**config.mk**
```make
export PLATFORM = sky130hd
export DESIGN_NAME = imem_loader
export DESIGN_NICKNAME = d
export VERILOG_FILES = /design/src/rtl/imem_pkg.sv /design/src/rtl/imem_loader.sv
export SDC_FILE = /design/constraint.sdc
export NUM_CORES = 1
export LEC_CHECK = 0
export BUFFER_PORTS_ARGS = -buffer_cell sky130_fd_sc_hd__buf_2
export CAP_MARGIN = 20
export CORE_MARGIN = 2
export CORE_UTILIZATION = 53
export DETAILED_ROUTE_END_ITERATION = 16
export PLACE_DENSITY_LB_ADDON = 0.2
export SETUP_SLACK_MARGIN = 0.1
export SYNTH_ARGS = -nofsm -noshare
export SYNTH_HDL_FRONTEND = slang
export SYNTH_SLANG_ARGS = --single-unit
```
**constraint.sdc**
```tcl
create_clock -name mem_clk -period 2.2 [get_ports mem_clk]
set_input_delay 0 -clock mem_clk [delete_from_list [all_inputs] [get_ports mem_clk]]
set_output_delay 0 -clock mem_clk [all_outputs]
set_load 0.03 [all_outputs]
```
**src/rtl/imem_pkg.sv**
```systemverilog
// Shared definitions for the instruction-memory loader and its memory.
package imem_pkg;

  localparam int ADDR_W_DEF = 8;

  // Loader parser states.
  typedef enum logic [2:0] {
    IDLE   = 3'd0,
    S_BASE = 3'd1,
    S_CNT  = 3'd2,
    S_HI   = 3'd3,
    S_LO   = 3'd4,
    S_CSUM = 3'd5,
    DONE   = 3'd6,
    ERR    = 3'd7
  } state_t;

  // HALT opcode used as the default fill of unloaded memory words.
  localparam logic [4:0] HALT_OP = 5'b00001;

endpackage

```
**src/rtl/imem_loader.sv**
```systemverilog
// Byte-stream programmer for the instruction memory. Parses
// BASE, CNT, CNT x {HI, LO}, [CSUM] frames and emits one write per word.
// The CPU is held until a frame completes with a correct checksum.
module imem_loader
  import imem_pkg::*;
#(
  parameter int ADDR_W  = ADDR_W_DEF,
  parameter int CSUM_EN = 1
) (
  input  logic              mem_clk,
  input  logic              rst_n,
  input  logic              start,
  input  logic [7:0]        rx_data,
  input  logic              rx_valid,
  output logic              rx_ready,
  output logic              wr_en,
  output logic [ADDR_W-1:0] wr_addr,
  output logic [15:0]       wr_data,
  output logic              busy,
  output logic              done,
  output logic              err,
  output logic              cpu_hold
);

  state_t              r_state;
  state_t              w_state_nxt;
  logic [ADDR_W-1:0]   r_ptr;
  logic [ADDR_W:0]     r_cnt;
  logic [7:0]          r_csum;
  logic [7:0]          r_hi;
  logic                w_xfer;
  logic                w_start_ok;
  logic                w_last_word;

  assign w_xfer      = rx_valid && rx_ready;
  assign w_start_ok  = start && ((r_state == IDLE) || (r_state == DONE) || (r_state == ERR));
  assign w_last_word = (r_cnt == (ADDR_W+1)'(1));

  assign busy     = rx_ready;
  assign done     = (r_state == DONE);
  assign err      = (r_state == ERR);
  assign cpu_hold = (r_state != DONE);

  // State register; reset aborts any frame in flight.
  always_ff @(posedge mem_clk or negedge rst_n) begin
    if (!rst_n) r_state <= IDLE;
    else        r_state <= w_state_nxt;
  end

  // Next-state decode and Moore ready output.
  always_comb begin
    w_state_nxt = r_state;
    rx_ready    = 1'b0;
    case (r_state)
      IDLE, DONE, ERR: begin
        if (w_start_ok) w_state_nxt = S_BASE;
      end
      S_BASE: begin
        rx_ready = 1'b1;
        if (w_xfer) w_state_nxt = S_CNT;
      end
      S_CNT: begin
        rx_ready = 1'b1;
        if (w_xfer) w_state_nxt = S_HI;
      end
      S_HI: begin
        rx_ready = 1'b1;
        if (w_xfer) w_state_nxt = S_LO;
      end
      S_LO: begin
        rx_ready = 1'b1;
        if (w_xfer) begin
          if (!w_last_word)      w_state_nxt = S_HI;
          else if (CSUM_EN != 0) w_state_nxt = S_CSUM;
          else                   w_state_nxt = DONE;
        end
      end
      S_CSUM: begin
        rx_ready = 1'b1;
        if (w_xfer) w_state_nxt = (rx_data == r_csum) ? DONE : ERR;
      end
      default: w_state_nxt = IDLE;
    endcase
  end

  // Checksum accumulator, pointer/word counter and word assembly.
  always_ff @(posedge mem_clk or negedge rst_n) begin
    if (!rst_n) begin
      r_ptr   <= '0;
      r_cnt   <= '0;
      r_csum  <= '0;
      r_hi    <= '0;
      wr_en   <= 1'b0;
      wr_addr <= '0;
      wr_data <= '0;
    end else begin
      wr_en <= 1'b0;
      if (w_start_ok) r_csum <= '0;
      if (w_xfer && (r_state != S_CSUM)) r_csum <= r_csum ^ rx_data;
      if (w_xfer) begin
        case (r_state)
          S_BASE: r_ptr <= ADDR_W'(rx_data);
          S_CNT: begin
            // A zero count means a full memory image.
            if (rx_data == 8'd0) r_cnt <= {1'b1, {ADDR_W{1'b0}}};
            else                 r_cnt <= (ADDR_W+1)'(rx_data);
          end
          S_HI: r_hi <= rx_data;
          S_LO: begin
            wr_en   <= 1'b1;
            wr_addr <= r_ptr;
            wr_data <= {r_hi, rx_data};
            r_ptr   <= r_ptr + 1'b1;
            r_cnt   <= r_cnt - 1'b1;
          end
          default: ;
        endcase
      end
    end
  end

endmodule

```
=== After elaboration in Yosys (flattened, before gate mapping) ===
Cells that the tools add are included.

* Register bits: 61
* Bits in latches: 0
* Bits in writable memories: 0
* ROM bits: 0
* Input bits: 12
* Output and inout port bits: 30
* Word-level logic and storage cells: 62
* Memories kept: 0

* $add $sub $neg: 2
* $mul: 0
* Div/mod/pow operators: 0
* Order comparisons: 0
* Equal/unequal tests: 17
* Shift operators: 0
* Mux-type cells: 17
* Bitwise gates (word level): 1
* Reduce and logical (&&, ||, !) cells: 17

{| class="wikitable"
|+ Operators by type and width
! cell !! count
|-
| two-way mux 3 bit || 7
|-
| one-hot mux 3 bit (6 select lines) || 1
|-
| one-hot mux 9 bit (2 select lines) || 1
|-
| two-way mux 8 bit || 2
|-
| one-hot mux 8 bit (2 select lines) || 1
|-
| == test 3 bit, second input constant || 4
|-
| inequality test 2 bit, second input constant || 6
|-
| == test 9 x 1 -> 1 bit, second input constant || 1
|-
| two-way mux 9 bit || 1
|-
| subtractor 9 x 1 -> 9 bit, second input constant || 1
|-
| adder 8 x 1 -> 8 bit, second input constant || 1
|-
| == test 8 bit || 1
|-
| logical NOT 8 bit || 1
|-
| AND reduction 2 bit || 4
|-
| XOR 8 bit || 1
|-
| == test 3 x 2 -> 1 bit, second input constant || 2
|-
| inequality test 3 bit, second input constant || 2
|-
| AND reduction 6 bit || 1
|-
| nonzero test 2 bit || 3
|-
| OR reduction 5 bit || 1
|-
| two-way mux 1 bit || 4
|-
| == test 3 x 1 -> 1 bit, second input constant || 1
|-
| logical AND 1 bit || 3
|-
| logical NOT 3 bit || 1
|-
| 2 further kinds || 3
|}

=== Logic depth before layout (Yosys ltp) ===
Gate-level depths: netlist of the first run.

* Word-level depth: 6
* Gate-level depth with buffers: 7
* Mapped depth without buffers: 6

=== Least setup slack after synthesis of the first run ===
Ideal clock, no wire load.

* Path type: reg-to-reg
* Start point: register r_cnt[0]
* End point: register r_cnt[8]
* Library setup time: 0.123 ns
* Data arrival time: 1.570 ns
* Required time: 2.077 ns
* Setup slack: 0.506 ns
* Stages on the path, launching flop included: 7
* Buffers on the path: 0
* Period minus slack after synthesis: 1.694 ns
* Cell sequence: dfrtp_1 inv_1 ha_1 or4b_4 o41a_1 o21ai_1 o21ai_1

* Longest elaborated chain between the ends: 2

{| class="wikitable"
|+ RTL lines
! element !! RTL line !! RTL
|-
| from (decl) || imem_loader.sv:28 || <nowiki>logic [ADDR_W:0] r_cnt;</nowiki>
|-
| from (signal assigned) || imem_loader.sv:105 || <nowiki>if (rx_data == 8'd0) r_cnt <= {1'b1, {ADDR_W{1'b0}}};</nowiki>
|-
| from (signal assigned) || imem_loader.sv:106 || <nowiki>else r_cnt <= (ADDR_W+1)'(rx_data);</nowiki>
|-
| from (signal assigned) || imem_loader.sv:114 || <nowiki>r_cnt <= r_cnt - 1'b1;</nowiki>
|-
| subtractor 9 x 1 -> 9 bit || imem_loader.sv:114 ||
|-
| one-hot mux 9 bit (2 select lines) || imem_loader.sv:101 || <nowiki>case (r_state)</nowiki>
|}

Every way passes these cells.
A chain may end at the register's enable or synchronous reset.

=== Final worst setup path of the first run ===
* Start point: register r_state[1]
* End point: register r_cnt[1]

* Longest elaborated chain between the ends: 5
* Elaborated cells on any way between the ends: 11
* Those cells by class: eq/ne: 5; mux: 2; reduce/logical: 4

{| class="wikitable"
|+ RTL lines
! element !! RTL line !! RTL
|-
| from (decl) || imem_loader.sv:25 || <nowiki>state_t r_state;</nowiki>
|-
| from (signal assigned) || imem_loader.sv:47 || <nowiki>else r_state <= w_state_nxt;</nowiki>
|-
| == test 3 bit (tied with other cells) || imem_loader.sv:54 || <nowiki>case (r_state)</nowiki>
|-
| OR reduction 5 bit (no source line) || -- ||
|-
| two-way mux 1 bit || imem_loader.sv:54 ||
|-
| logical AND 1 bit || imem_loader.sv:35 || <nowiki>assign w_xfer = rx_valid && rx_ready;</nowiki>
|-
| AND reduction 2 bit (no source line) || -- ||
|}

Several ways; a longest one is shown, not always the timed one.

==> impl_results.md, run 1 <==
- Peak supply drop: 0.846 mV
- Required @ worst endpoint: 2.42 ns
- Clk_lat worst skew: 0.34 ns
- Syn Nets: 336
- Root Buffer: clkbuf_8
- RSZ-0062 raised after global routing: no
- Pins Over Slew Limit: 0
- Crit start category: flip-flop
- Commonest cells post-synth: nand2_1, dfrtp_1, o21ai_0, nor2_1, nor3b_1
- Initial Utilization: 55.7%
- Util after Layout: 64.7%
- Number of global-route vias before repair: 2382
- Post-synth EDFFs: 0
- Die ar.: about 6500 um2
- DRT Wirelength: 6750 um
- Port Buf Inserts: 41
- Hold/Removal Path Class: input port to flip-flop
- Arrival time worst endpoint: ~2.1 ns
- Worst slack, placed: 0.347 ns
- Synth Instances: 321
- Share of cells above drive strength 1: 22.2%
- Setup TNS: 0 ns
- Design area: approximately 3600 um2
- Clock sink total: 61
- Total placed instance area: 3290 um2
- DR WL/cell: approximately 15 um
- Synth top area share: 49.2%
- Final setup margin: 0.299 ns
- Type of the worst setup path: flip-flop to flip-flop
- DP Wirelength: 4450 um
- Area growth from synthesis to layout: 16.2%
- Endpoints failing setup: 0
- Post-cts sizing count: 0
- Drt via density: 5.55
- Sequential area share after synthesis: 49.2%
- Post-DRT Antenna Nets: 0
- Die height: a little over 80 um
- Residual DRC count: 0
- Leading area contributor after synthesis: dfrtp_1
- Top post-synthesis cells by area: dfrtp_1, nand2_1, mux2_2, nor3b_1, o21ai_0
- Routability cong.: 0.860
- CP top delay family: simple AND/OR/NAND/NOR gates
- Number of DRC markers in iteration 0: 201
- Post-synthesis area per instance: 9.67 um2
- # H-tree levels: 3
- Via count: 2455
- Worst-path clk slew: 0.07 ns
- Slowest-stage cell, CP: or3b_1
- PwrDens: 1470 nW/um2
- Status: completed
- Max-Cap Viols: 0
- Most frequent cell after synthesis: nand2_1
- Total CTS buffers: 9
- LEAKAGE: 1.79 nW
- Crit end category: flip-flop
- Site Rows: 27
- Endpoints failing hold: 0
- Syn. warnings: 0
- CTS Buffer Depth: 2
- Die width: 80.5 um
- Total gr overflow: 0
- Post-synth cell types: 52
- Max_slew headroom: between 60% and 70%
- Slew @ Worst Pin: ~0.6 ns
- Drt pass-1 iters: 4
- Core area: around 5600 um2
- Top_reg_cell synth: dfrtp_1
- Fin crit period: about 1.9 ns
- F_max: around 530 MHz
- CP Cell Sequence: or3b_1, nand2_1, o21ai_0, mux2_2
- All-Layer GR Usage: 23.3%
- Initial antenna violation count: 0
- Crit path max fanout: 16
- IO Pins: 42
- Filler cells: approximately 470
- Global-route wire length before repair: 11400 um
- Mapped Area: 3100 um2
- CP peak stage delay: just under 0.7 ns
- CTS tree: yes
- Largest net degree at the start of global routing: 38
- Fin crit share: 86.4%
- Ant. Diodes: 0
- Clk_skew: 0.00650 ns
- WP buf/inv: 0
- Asr flop ratio synth: 100%
- Final net count: 380
- Post-synthesis register bit count: between 60 and 70
==> placed cells by master (no fill, tap or decap), drive strengths merged, types with 10 or more instances in the layout <==
cell type / n
nand2: 79
dfrtp: 61
buf: 44
o21ai: 20
nor2: 13
nor3b: 13
mux2: 10
a21oi: 10
inv: 10
==> tightest hold or removal path, cell delays in order <==
cell and delay (ns):
buf_2 0.13, nand3_1 0.08, o211ai_1 0.08, nor2_1 0.04
==> where the power goes <==
group | switching, mW | leakage [nW] | internal (mW)
Combinational | 1.26 | 0.926 | 0.838
Clock | 0.466 | 0.110 | 0.643
Sequential | 0.468 | 0.752 | 1.63
Total | 2.20 | 1.79 | 3.11
==> area by class of cell <==
class	instances	area [um2]	area share (%)
Clock buffer	9	124	3.44
Clock inverter	7	98.8	2.74
Multi-Input combinational cell	231	1400	38.9
Timing Repair Buffer	53	330	9.16
Tap cell	72	90.1	2.50
Sequential cell	61	1530	42.3
Inverter	9	33.8	0.937
==> kinds of logic after synthesis <==
| family | count (synthesis) | synth area share (%) |
|---|---|---|
| simple gates | 144 | 23.7 |
| compound gates | 66 | 14.4 |
| flops | 61 | 49.2 |
| buf+inv | 29 | 5.60 |
| mux | 10 | 3.63 |
| xor+xnor | 8 | 2.26 |
| fa+ha+maj | 3 | 1.21 |
==> state kept, by name, summed over array words and instances (netlist names) <==
| signal | cells |
|---|---|
| r_csum | 8 |
| wr_addr | 8 |
| r_hi | 8 |
| r_cnt | 9 |
| r_ptr | 8 |
| wr_data | 16 |
| wr_en | 1 |
| r_state | 3 |
==> through the flow <==
| step | hold WS, ns | total power [mW] | instances |
|---|---|---|---|
| 6_report | 0.0365 | 5.30 | 442 |
| 3_5_place_dp | 0.0431 | 4.19 | 417 |
| 3_3_place_gp | 0.0438 | 4.13 | 417 |
| 4_1_cts | 0.0244 | 5.33 | 442 |
| 2_1_floorplan | -0.296 | 3.73 | 321 |
| 5_1_grt | 0.0544 | 5.68 | 442 |
==> path summary, 6_finish.rpt <==
kind	start	to	slack, ns	depth (start not counted)
max	r_state[1]$_DFFE_PN0P_	r_cnt[1]$_DFFE_PN0P_	0.30	4
min	start	r_state[1]$_DFFE_PN0P_	0.04	4
max reg2reg	r_state[1]$_DFFE_PN0P_	r_cnt[1]$_DFFE_PN0P_	0.30	4
min reg2reg	wr_addr[2]$_DFFE_PN0P_	wr_addr[2]$_DFFE_PN0P_	0.47	2
max in group asynchronous	rst_n	r_csum[7]$_DFFE_PN0P_	1.40	3
min in group asynchronous	rst_n	r_ptr[2]$_DFFE_PN0P_	0.19	2
==> metal layers <==
metal | GRT usage (%) | vias to the layer above | part of all wire [%]
met1 | 30.6 | 1184 | 46
li1 | - | 1200 | -
met5 | 0 | - | 0
met4 | 13.6 | 0 | 1.9
met2 | 35.7 | 59 | 48
met3 | 4.94 | 12 | 4.2
==> what timing repair did <==
action	in CTS	in global routing
setup buffers	0	0
hold buffers	9	0
endpoints found under the hold margin	32	0
No activity file was read; power rests on OpenSTA's default activity.
==> run 2: changes to the inputs <==
Settings changed: BUFFER_PORTS_ARGS -buffer_cell sky130_fd_sc_hd__buf_2 to not set, DONT_BUFFER_PORTS set to 1.
==> run 2 against run 1 <==
Critical endpoint unchanged. Setup slack gained 0.0093 ns. Via count shrank 2.9%. Non-clock buffer count shrank 38. Sequential share of layout area grew 2.0 points. Die area is the same. First-iteration DRC count shrank 6.5%. Power shrank 3.3%. Worst hold slack lost 0.028 ns. Register-to-register slack is essentially flat. Largest cell class unchanged.
==> impl_results.md, run 2 (synthesis results as in run 1) <==
- Residual DRC count: 0 (unchanged)
- Setup TNS: 0 ns (unchanged)
- Post-cts sizing count: 0 (unchanged)
- Share of cells above drive strength 1: 12.0% (-10 points)
- Port Buf Inserts: 0 (-100%)
- Slowest-stage cell, CP: or3b_1
- Root Buffer: clkbuf_8
- Drt pass-1 iters: 6 (+2)
- Final hold slack: 0.00891 ns (-0.0276 ns)
- Via count: 2383 (-2.9%)
- Initial Utilization: 55.7% (unchanged)
- Die ar.: 6480 um2 (unchanged)
- Setup bufs post-CTS: 0 (unchanged)
- Storage element area: 1530 um2 (unchanged)
- Total CTS buffers: 9 (unchanged)
- Largest net degree at the start of global routing: 62 (+63%)
- Post-CTS Hold Buffers: 13 (+4)
- Pins Over Slew Limit: 0 (unchanged)
- Top reg by flops: wr_data
- Total gr overflow: 0 (unchanged)
- Reg-to-reg critical path endpoint: r_cnt[1]$_DFFE_PN0P_
- Clk_skew: 0.00901 ns (+0.00251 ns)
- Site Rows: 27 (unchanged)
- Crit path max fanout: 16 (unchanged)
- DP Wirelength: 4300 um (-3.3%)
- PwrDens: 1490 nW/um2 (+1.3%)
- Flop2flop setup slack: 0.31 ns (about the same)
- Endpoints failing setup: 0 (unchanged)
- Top flop regs: wr_data: 16 flops, r_cnt: 9 flops
- Die height: 80.5 um (unchanged)
- Clock sink total: 61 (unchanged)
- LEAKAGE: 1.62 nW (-9.5%)
- Status: completed
- F_max: 529 MHz (+0.49%)
- Crit start category: flip-flop
- Most common cell after layout, fill and taps aside: nand2_1
- Commonest non-fill, non-tap cells in the layout: nand2_1, dfrtp_1, o21ai_0, nor2_1
- Area growth from synthesis to layout: 10.9%
- CTS Buffer Depth: 2 (unchanged)
- Number of DRC markers in iteration 0: 188 (-6.5%)
- Max-Cap Viols: 0 (unchanged)
- FF-to-FF Start: r_state[1]$_DFFE_PN0P_
- Max_slew headroom: 61.8% (+1.3 points)
- Area taken by multi-input logic gates: 1400 um2 (unchanged)
- Post-DRT Antenna Nets: 0 (unchanged)
- IO Pins: 42 (unchanged)
- Hold Path Sink: r_state[0]$_DFFE_PN0P_
- Tot Pwr: 5.13 mW (-3.3%)
- Initial antenna violation count: 0 (unchanged)
- Core area: 5570 um2 (unchanged)
- # H-tree levels: 3 (unchanged)
- CP Cell Sequence: or3b_1, nand2_1, o21ai_0, mux2_2
- CP peak stage delay: 0.67 ns (about the same)
- DR WL/cell: 17.6 um (+15%)
- CTS tree: yes
- RSZ-0062 raised after global routing: no
- Cell depth of the worst hold path: 3 (-1)
- Endpoints failing hold: 0 (unchanged)
- Slew @ Worst Pin: 0.569 ns (-0.0240 ns)
- Arrival time worst endpoint: 2.12 ns (about the same)
- Global-route wire length before repair: 11900 um (+4.7%)
- Fin crit share: 86.0% (-0.42 points)
- Fin crit period: 1.89 ns (-0.00934 ns)
- Required @ worst endpoint: 2.43 ns (about the same)
- All-Layer GR Usage: 24.6% (+1.2 points)
- Peak supply drop: 0.762 mV (-10%)
- DRT Wirelength: 7110 um (+5.4%)
- Clk_lat worst skew: 0.35 ns (about the same)
- Worst-path clk slew: 0.07 ns (about the same)
- Ant. Diodes: 0 (unchanged)
- Final net count: 342 (-10%)
- Crit end category: flip-flop
- Largest register FFs: 16 (unchanged)
- Reg2Reg Depth: 4 (unchanged)
- Number of global-route vias before repair: 2349 (-1.4%)
- Hold/Removal Path Class: input port to flip-flop
- Die width: 80.5 um (unchanged)
- Drt via density: 5.90 (+6.2%)
- Filler cells: 469 (+0.43%)
- Min-delay src: start
- Type of the worst setup path: flip-flop to flip-flop
- Routability cong.: 0.831 (-3.4%)
run 2: changes by cell type in the layout (fill, tap and decap cells not counted), sizes merged:
cell,delta
inv,-1
clkbuf,+2
dlygate4sd3,+3
clkinv,-2
buf,-41
clkinvlp,+1
run 2: worst max path at each step:
stage	start	endpoint	cells past startpoint
floorplan	r_cnt[0]$_DFFE_PN0P_	r_cnt[8]$_DFFE_PN0P_	6
global placement	r_state[1]$_DFFE_PN0P_	r_cnt[1]$_DFFE_PN0P_	4
detailed placement	r_state[1]$_DFFE_PN0P_	r_cnt[1]$_DFFE_PN0P_	4
CTS	r_state[1]$_DFFE_PN0P_	r_cnt[1]$_DFFE_PN0P_	4
global route	r_state[1]$_DFFE_PN0P_	r_cnt[1]$_DFFE_PN0P_	4
finish	r_state[1]$_DFFE_PN0P_	r_cnt[1]$_DFFE_PN0P_	4
run 2: where the power goes:
part           leakage, nW  switching (mW)  internal, mW
Sequential           0.752           0.898          1.62
Clock                0.106           0.464         0.671
Combinational        0.761           0.790         0.684
Total                 1.62            2.15          2.97
run 2: routing by layer:
metal  part of all wire (%)  GRT usage, %
met5                      0             0
met1                     46          32.3
met2                     47          37.9
met3                    5.4          7.98
met4                    1.5          8.81
run 2: layout make-up:
type	instances	area share, %
sequential	61	44.4
multi-input combinational	231	40.8
timing repair buffer	15	4.73
clock buffer	11	4.11
tap	72	2.62
clock inverter	5	2.44
inverter	9	0.982
run 2: critical path: cells and delay by family (launching register included):
kind	cells	cell delay [ns]
flip-flops	1	0.56
multiplexers	1	0.27
AO/OA/AOI/OAI	1	0.09
AND/OR/NAND/NOR	2	0.85
run 2: through the flow:
stage	instance area (um2)	utilization [%]	std cells	worst slack, ns
floorplan	3100	-	321	0.506
global placement	3070	55.0	375	0.346
detailed placement	3070	55.0	375	0.347
CTS	3440	61.7	404	0.328
global route	3440	61.7	404	0.188
finish	3440	61.7	404	0.309
